--- config.mk ---
export PLATFORM = sky130hd
export DESIGN_NAME = cla_4bit_trial2_perplexity
export DESIGN_NICKNAME = d
export VERILOG_FILES = /design/src/rtl/cla_4bit_trial2_perplexity.sv
export SDC_FILE = /design/constraint.sdc
export NUM_CORES = 1
export LEC_CHECK = 0
export BUFFER_PORTS_ARGS = -buffer_cell sky130_fd_sc_hd__buf_4
export CORE_AREA = 3 3 40 42
export DETAILED_ROUTE_END_ITERATION = 12
export DIE_AREA = 0 0 43 45
export PLACE_DENSITY = 0.66
export RECOVER_POWER = 50
export SLEW_MARGIN = 10
export SYNTH_ARGS = -nofsm -noshare
export SYNTH_HDL_FRONTEND = slang
export SYNTH_SLANG_ARGS = --single-unit
--- constraint.sdc ---
create_clock -name clk -period 1.95 [get_ports clk]
set_clock_uncertainty 0.15 [all_clocks]
set_input_delay 0.2925 -clock clk [delete_from_list [all_inputs] [get_ports clk]]
set_output_delay 0.2925 -clock clk [all_outputs]
set_load 0.01 [all_outputs]
--- src/rtl/cla_4bit_trial2_perplexity.sv ---
// 4-bit carry-lookahead adder: combinational {Cout,Sum} = A + B + Cin with group P/G,
// signed-overflow flag, and a registered copy of the sum/carry for pipelined users.
module cla_4bit_trial2_perplexity (
   input  logic       clk,
   input  logic       rst,
   input  logic [3:0] A,
   input  logic [3:0] B,
   input  logic       Cin,
   output logic [3:0] Sum,
   output logic       Cout,
   output logic       PG,
   output logic       GG,
   output logic       Ovf,
   output logic [3:0] Sum_q,
   output logic       Cout_q
);

   logic [3:0] p;
   logic [3:0] g;
   logic       c1;
   logic       c2;
   logic       c3;
   logic       c4;
   logic       gg;

   assign p = A ^ B;
   assign g = A & B;

   // Every carry is a flat sum of products of p/g and Cin, so no carry waits on another.
   assign c1 = g[0]
             | (p[0] & Cin);
   assign c2 = g[1]
             | (p[1] & g[0])
             | (p[1] & p[0] & Cin);
   assign c3 = g[2]
             | (p[2] & g[1])
             | (p[2] & p[1] & g[0])
             | (p[2] & p[1] & p[0] & Cin);
   assign c4 = g[3]
             | (p[3] & g[2])
             | (p[3] & p[2] & g[1])
             | (p[3] & p[2] & p[1] & g[0])
             | (p[3] & p[2] & p[1] & p[0] & Cin);

   // Group generate is c4 with the carry-in term removed (Cin forced to 0).
   assign gg = g[3]
             | (p[3] & g[2])
             | (p[3] & p[2] & g[1])
             | (p[3] & p[2] & p[1] & g[0]);

   assign Sum  = p ^ {c3, c2, c1, Cin};
   assign Cout = c4;
   assign PG   = &p;
   assign GG   = gg;
   assign Ovf  = c3 ^ c4;

   // Reset clears only the registered copy; the combinational path ignores rst.
   always_ff @(posedge clk) begin
      if (rst) begin
         Sum_q  <= 4'b0000;
         Cout_q <= 1'b0;
      end else begin
         Sum_q  <= Sum;
         Cout_q <= Cout;
      end
   end

endmodule

# Word level (Yosys, flattened, before mapping)
# Index checks and enable logic that the tools add are counted.
[word_totals]
input_bits = 11
register_bits = 5
wordCells = 33
[op_classes]
n_bitwise = 30
n_reduce_logical = 1
[op_table]
columns = ["op", "count"]
rows = [
  ["1-bit bitwise AND", 16],
  ["1-bit OR", 10],
  ["4-bit XOR", 2],
  ["4-bit bitwise AND", 1],
  ["4-bit AND reduction", 1],
  ["1-bit XOR", 1],
]

# Depth between registers and ports, before layout
# Gate-level depths: netlist of run 1.
[depth]
ltp_word = 7
ltp_mapped = 5
mapped_depth_nobuf = 4

# Worst setup path before layout of run 1
# OpenSTA, ideal clock, no wires.
[synth_path]
path_type = "input to output"
start = "input port A[1]"
end = "output port Ovf"
arrival_ns = 1.374
stages = 4
t_required_ns = 1.507
path_buffers = 0
path_slack_ns = 0.134
path_cell_list = "ha_1 -> a41oi_1 -> o21a_4 -> mux2_4"
[synth_between]
elab_chain_cells = 6
[synth_lines]
columns = ["element", "line", "rtl"]
rows = [
  ["start: declaration", "6", "input logic [3:0] A,"],
  ["4-bit bitwise AND / 4-bit XOR (equally long branches)", "27, 26", ""],
  ["1-bit bitwise AND (on tied branches)", "-", ""],
  ["1-bit OR (tied with other cells)", "36", "| (p[2] & g[1])"],
  ["1-bit OR (tied with other cells)", "37", "| (p[2] & p[1] & g[0])"],
  ["1-bit OR (on tied branches)", "38, 43", ""],
  ["1-bit XOR *", "55", "assign Ovf = c3 ^ c4;"],
  ["end: declaration", "13", "output logic Ovf,"],
]
# Mark *: on every way between the ends. The rest lies on a longest branch, timed or not.

# Worst setup path in the final report of run 1
[layout_path]
start = "input port B[1]"
end = "output port Ovf"
[layout_between]
elab_chain_cells = 6
[layout_lines]
columns = ["element", "line", "rtl"]
rows = [
  ["start: declaration", "7", "input logic [3:0] B,"],
  ["4-bit bitwise AND / 4-bit XOR (equally long branches)", "27, 26", ""],
  ["1-bit bitwise AND (on tied branches)", "-", ""],
  ["1-bit OR (tied with other cells)", "36", ""],
  ["1-bit OR (tied with other cells)", "37", ""],
  ["1-bit OR (on tied branches)", "38, 43", ""],
  ["1-bit XOR *", "55", ""],
]
# Marks and branches as above.

==> results.py, run 1 <==
metrics = {
    "final_layout": {
        "fillCellCount": 137,
        "final_common_cell": "buf_4",
        "fin_nets": 89,
        "drive_gt1_share_pct": 52.8,
        "final_cells": 87,
        "final_cell_mix": "23 x buf_4, 6 x clkbuf_1, 5 x dfxtp_1, 5 x nor2_1, 5 x clkbuf_4",
        "diodes": 0,
        "multi_input_area_um2": 307,
        "area_delta_synth_final_pct": 79.7,
        "ff_latch_area_um2": 100,
        "design_area_um2": 666,
    },
    "sta": {
        "timing.final.crit_period_ps": 1920,
        "hold_viol": 0,
        "relSlewSlack_pct": 81.6,
        "worst_pin_slew_ps": 276,
        "rsz0062_at_grt": "false",
        "fin_crit_sh_pct": 98.4,
        "fin_setup_tns_ps": 0,
        "setup_viol": 0,
        "fmax_mhz": 521,
        "drv_slew": 0,
    },
    "cts": {
        "numCtsBuffers": 3,
        "clkTransAtPathRegs_ps": 40,
        "cts-root-buf": "clkbuf_4",
        "cts.sinks": 5,
        "cts_max_path_buffers": 2,
        "cts_tree": "done",
        "cts_max_level": 1,
    },
    "worst_setup_path": {
        "worst_setup_path_start_kind": "input pin",
        "critical_path_class": "in -> out",
        "cp_max_fo": 4,
        "crit_arrival_ps": 1480,
        "crit_path_end_kind": "output port",
        "crit_required_ps": 1510,
    },
    "worst_hold_path": {
        "hold_path_depth": 2,
        "min_path_type": "in -> reg",
        "hold_path_end": "Sum_q[0]",
        "min-delay-start": "rst",
    },
    "die": {
        "die_x_um": 43,
        "rows": 13,
        "coreArea_um2": 1280,
        "ios": 24,
        "dieArea_um2": 1940,
        "start_util_pct": 28.8,
        "fp.dieH_um": 45,
    },
    "route": {
        "wl_met3_um": 105,
        "drc": 0,
        "maxUsedRoutingLayer": "met4",
        "wl_met2_um": 460,
        "drtAntennaViolNets": 0,
        "met1_length_um": 394,
        "drtPass1Iterations": 1,
        "vias": 394,
        "routed_wl_um": 987,
        "wl_per_cell_um": 11.3,
        "drt_iter0_drc": 0,
        "vias_per_cell": 4.53,
    },
    "global_routing": {
        "grt_usage_pct": 11.7,
        "grt_pass1_wl_um": 1660,
        "gr-total-overflow": 0,
        "antenna_found_initial": 0,
        "grt_pass1_vias": 391,
        "grt_max_degree": 8,
    },
    "yosys": {
        "syn_inst": 39,
        "synth_area_leaders": "dfxtp_1 27%, ha_1 14%, mux2_4 8.1%",
        "synth.cell_area_um2": 370,
        "synth-seq-cells": 5,
        "synth_top_area_share_pct": 27.0,
        "avgSynthCellArea_um2": 9.50,
        "synth_area_leader_cell": "dfxtp_1",
        "synth_cell_type_count": 20,
        "synth_nets": 55,
        "ys_seq_area_share_pct": 27.0,
        "yosysWarnings": 0,
    },
    "placement": {
        "post-place-cells": 82,
        "place_area_um2": 602,
        "routabilityCongestion": 0.770,
        "portBuffers": 23,
        "hpwl_um": 729,
    },
    "job": {
        "drv_cap": 0,
    },
    "run_status": {
        "status": "finished clean",
    },
    "power_and_ir_drop": {
        "ir_drop_mv": 0.216,
        "power_density_nw_per_um2": 669,
        "p_leak_nw": 0.307,
    },
}
## area by class of cell
type,instances,area share (%)
multi-input cells,31,46.1
repair buffers,30,31.0
flip-flops and latches,5,15.0
clock buffers,4,3.95
well taps,15,2.82
inverters,2,1.13
## cell families (layout without fill, tap and decap cells)
family / Yosys count / after routing / share of synthesized area (%)
AO/OA/AOI/OAI: 8 / 8 / 17.2
XOR/XNOR: 3 / 3 / 7.10
adder cells (fa/ha/maj): 5 / 5 / 18.9
buffers and inverters: 3 / 36 / 3.38
flip-flops: 5 / 5 / 27.0
multiplexers: 3 / 3 / 11.1
AND/OR/NAND/NOR: 12 / 12 / 15.2
## flip-flops by register name, indices dropped and copies added (netlist names)
register,count
Cout_q,1
Sum_q,4
## repair_timing
item                       CTS  global route
buffers inserted             0             1
hold buffers                 0             0
setup endpoints to repair    3             3
pin swaps                    2             6
gates resized for setup      4             1
## synthesized netlist by cell type
| master | n |
|---|---|
| a41oi_1 | 1 |
| mux2_2 | 1 |
| a21o_1 | 1 |
| inv_1 | 2 |
| o21a_4 | 1 |
| a21oi_2 | 1 |
| nor2b_1 | 4 |
| o21ai_0 | 1 |
| fa_1 | 1 |
| nor2_1 | 5 |
| xnor2_1 | 2 |
| o221ai_1 | 1 |
| nand3_1 | 1 |
| clkbuf_2 | 1 |
| nand2_1 | 2 |
| mux2_4 | 2 |
| dfxtp_1 | 5 |
| a21oi_1 | 2 |
| xor2_1 | 1 |
| ha_1 | 4 |
## worst max-delay path by stage
stage                         to  depth (start not counted)  slack (ps)  startpoint
after global routing      Sum[2]                          7           3        B[0]
after CTS                    Ovf                          6          20        A[2]
after detailed placement  Sum[2]                          7        -120        A[0]
after floorplan              Ovf                          4         130        A[1]
after global placement       Ovf                          6        -100        A[1]
final                        Ovf                          6          30        B[1]
## critical path, stage by stage
cell and delay (ps):
buf_4 120, ha_4 250, a41oi_2 220, o21a_4 160, mux2_4 290, buf_4 140
## stage by stage
step | hold slack (ps) | setup WS [ps] | util (%) | power (mW)
2_1_floorplan | 214 | 134 | - | 0.219
5_1_grt | 128 | 3.05 | 51.8 | 0.478
4_1_cts | 116 | 15.2 | 51.7 | 0.452
6_report | 121 | 32.0 | 51.8 | 0.446
3_3_place_gp | 365 | -98.2 | 46.8 | 0.316
3_5_place_dp | 369 | -120 | 46.8 | 0.319
## layer usage
metal | up-vias | global-route usage, %
met5 | - | 0
met3 | 4 | 3.59
li1 | 199 | -
met4 | 0 | 9.04
met2 | 18 | 20.1
met1 | 173 | 11.9
## power by group
group          internal (mW)  switching [mW]  total [mW]
Combinational          0.118          0.0921       0.210
Sequential             0.114         0.00232       0.117
Clock                 0.0773          0.0414       0.119
(Power assumes the default switching activity.)
==> run 2: changes to the inputs <==
- CELL_PAD_IN_SITES_DETAIL_PLACEMENT: default -> 1
- CELL_PAD_IN_SITES_GLOBAL_PLACEMENT: default -> 2
- CORE_AREA: 3 3 40 42 -> default
- CORE_MARGIN: default -> 3
- CORE_UTILIZATION: default -> 20
- DIE_AREA: 0 0 43 45 -> default
- GPL_TIMING_DRIVEN: default -> 0
- PLACE_DENSITY: 0.66 -> 0.81
- RECOVER_POWER: 50 -> default
==> run 2 against run 1 <==
Fmax shrank 0.47%. Worst hold slack got worse by 11 ps. Utilization shrank 9.5 points. Clock power barely moved. Cell count up 8.0%. Critical path type unchanged. Critical path depth stayed put. Highest routed layer unchanged. Setup slack lost 9.0 ps. Via count is 4.3% higher. Sequential power barely moved. Sequential cell count stayed put. Sequential share of layout area is 0.52 points lower. First-iteration DRC count increased by 2.
==> results.py, run 2 (synthesis gave the netlist of run 1 again) <==
metrics = {
    "run_status": {
        "status": "finished clean",
    },
    "power_and_ir_drop": {
        "p_total_uw": 462,
        "p_leak_nw": 0.321,
        "power_density_nw_per_um2": 670,
        "ir_drop_mv": 0.190,
    },
    "sta": {
        "worst_pin_slew_ps": 279,
        "timing.final.crit_period_ps": 1930,
        "fin_crit_sh_pct": 98.8,
        "drv_slew": 0,
        "hold_viol": 0,
        "setup_viol": 0,
        "fmax_mhz": 519,
        "relSlewSlack_pct": 81.4,
        "setup_ws_ps": 23.0,
    },
    "die": {
        "ios": 24,
        "fp.dieH_um": 49.0,
        "dieArea_um2": 2400,
        "coreArea_um2": 1630,
        "rows": 14,
        "start_util_pct": 22.7,
        "die_x_um": 49.0,
    },
    "global_routing": {
        "grt_max_degree": 8,
        "antenna_found_initial": 0,
        "grt_pass1_vias": 408,
        "gr-total-overflow": 0,
        "grt_usage_pct": 10.1,
        "grt_pass1_wl_um": 1810,
    },
    "placement": {
        "place_area_um2": 573,
        "hpwl_um": 860,
        "portBuffers": 23,
        "routabilityCongestion": 0.634,
        "pre_cts_slack_ps": -163,
    },
    "route": {
        "routed_wl_um": 1220,
        "drtAntennaViolNets": 0,
        "drc": 0,
        "vias": 411,
        "vias_per_cell": 4.37,
        "drtPass1Iterations": 3,
        "drt_iter0_drc": 2,
        "wl_per_cell_um": 13.0,
    },
    "cts": {
        "cts_max_level": 1,
        "cts_tree": "done",
        "cts-root-buf": "clkbuf_4",
        "cts_max_path_buffers": 2,
        "numCtsBuffers": 3,
        "clkTransAtPathRegs_ps": 40,
        "cts.sinks": 5,
    },
    "worst_hold_path": {
        "min_path_type": "in -> reg",
    },
    "final_layout": {
        "largest_reg_flops": 4,
        "fillCellCount": 197,
        "drive_gt1_share_pct": 57.1,
        "final_cell_mix": "25 x buf_4, 5 x dfxtp_1, 5 x nor2_1, 4 x nor2b_1",
        "top_register": "Sum_q",
        "fin_nets": 87,
        "post-route-util_pct": 42.3,
        "design_area_um2": 689,
        "area_delta_synth_final_pct": 86.1,
        "final_common_cell": "buf_4",
        "diodes": 0,
        "top_regs": "Sum_q: 4 flops, Cout_q: 1 flops",
    },
    "worst_setup_path": {
        "crit_arrival_ps": 1480,
        "critical_path_class": "in -> out",
        "crit_required_ps": 1510,
        "cp_max_fo": 3,
        "crit_path_end_kind": "output port",
        "worst_setup_path_start_kind": "input pin",
    },
    "job": {
        "drv_cap": 0,
    },
}
run 2: cell types whose count changed in the layout (fill, tap and decap cells not counted):
cell / previous run / this run
a21oi_1: 1 / 2
buf_6: 0 / 2
clkbuf_4: 5 / 3
a21oi_4: 0 / 1
clkbuf_2: 0 / 1
clkbuf_1: 6 / 1
a21oi_2: 2 / 0
buf_4: 23 / 25
run 2: layer usage:
layer / global-route usage [%] / wire length, um / up-vias
li1: - / - / 197
met2: 17.0 / 674 / 14
met1: 10.2 / 453 / 198
met4: 7.11 / 22 / 0
met5: 0 / 0 / -
met3: 3.98 / 70 / 2
run 2: metrics by stage:
step                hold slack [ps]  cells  setup TNS, ps
global route                   96.5     94          -4.51
floorplan                       214     39              0
global placement                367     86           -173
detailed placement              367     86           -163
CTS                             105     90              0
finish                          110     94              0
run 2: cell type report:
| cell class | count | area [um^2] | area share (%) |
|---|---|---|---|
| Multi-Input combinational cell | 31 | 310 | 45.0 |
| Timing Repair Buffer | 27 | 210 | 30.5 |
| Sequential cell | 5 | 100 | 14.5 |
| Tap cell | 24 | 30.0 | 4.36 |
| Clock buffer | 4 | 26.3 | 3.81 |
| Inverter | 2 | 7.51 | 1.09 |
| Buffer | 1 | 5.00 | 0.726 |
run 2: where the power goes:
| part | switching, mW | leakage, nW | internal, mW |
|---|---|---|---|
| Sequential | 0.00284 | 0.0416 | 0.114 |
| Clock | 0.0437 | 0.0150 | 0.0774 |
| Combinational | 0.0967 | 0.264 | 0.127 |
run 2: worst paths after layout:
kind,from,endpoint,slack [ps],cells after the start
hold / removal,rst,Cout_q,110,2
setup / recovery,B[0],Ovf,20,6
run 2: worst max-delay path: stages:
cell and delay, ps:
buf_4 130, ha_4 250, a41oi_2 220, o21a_4 180, mux2_4 300, buf_6 120
run 2: what timing repair did:
| item | CTS | global route |
|---|---|---|
| pin swaps | 1 | 3 |
| buffers inserted | 0 | 4 |
| endpoints found under the setup margin | 1 | 1 |
| hold buffers | 0 | 0 |
| gates resized for setup | 7 | 2 |
| cloned | 0 | 0 |
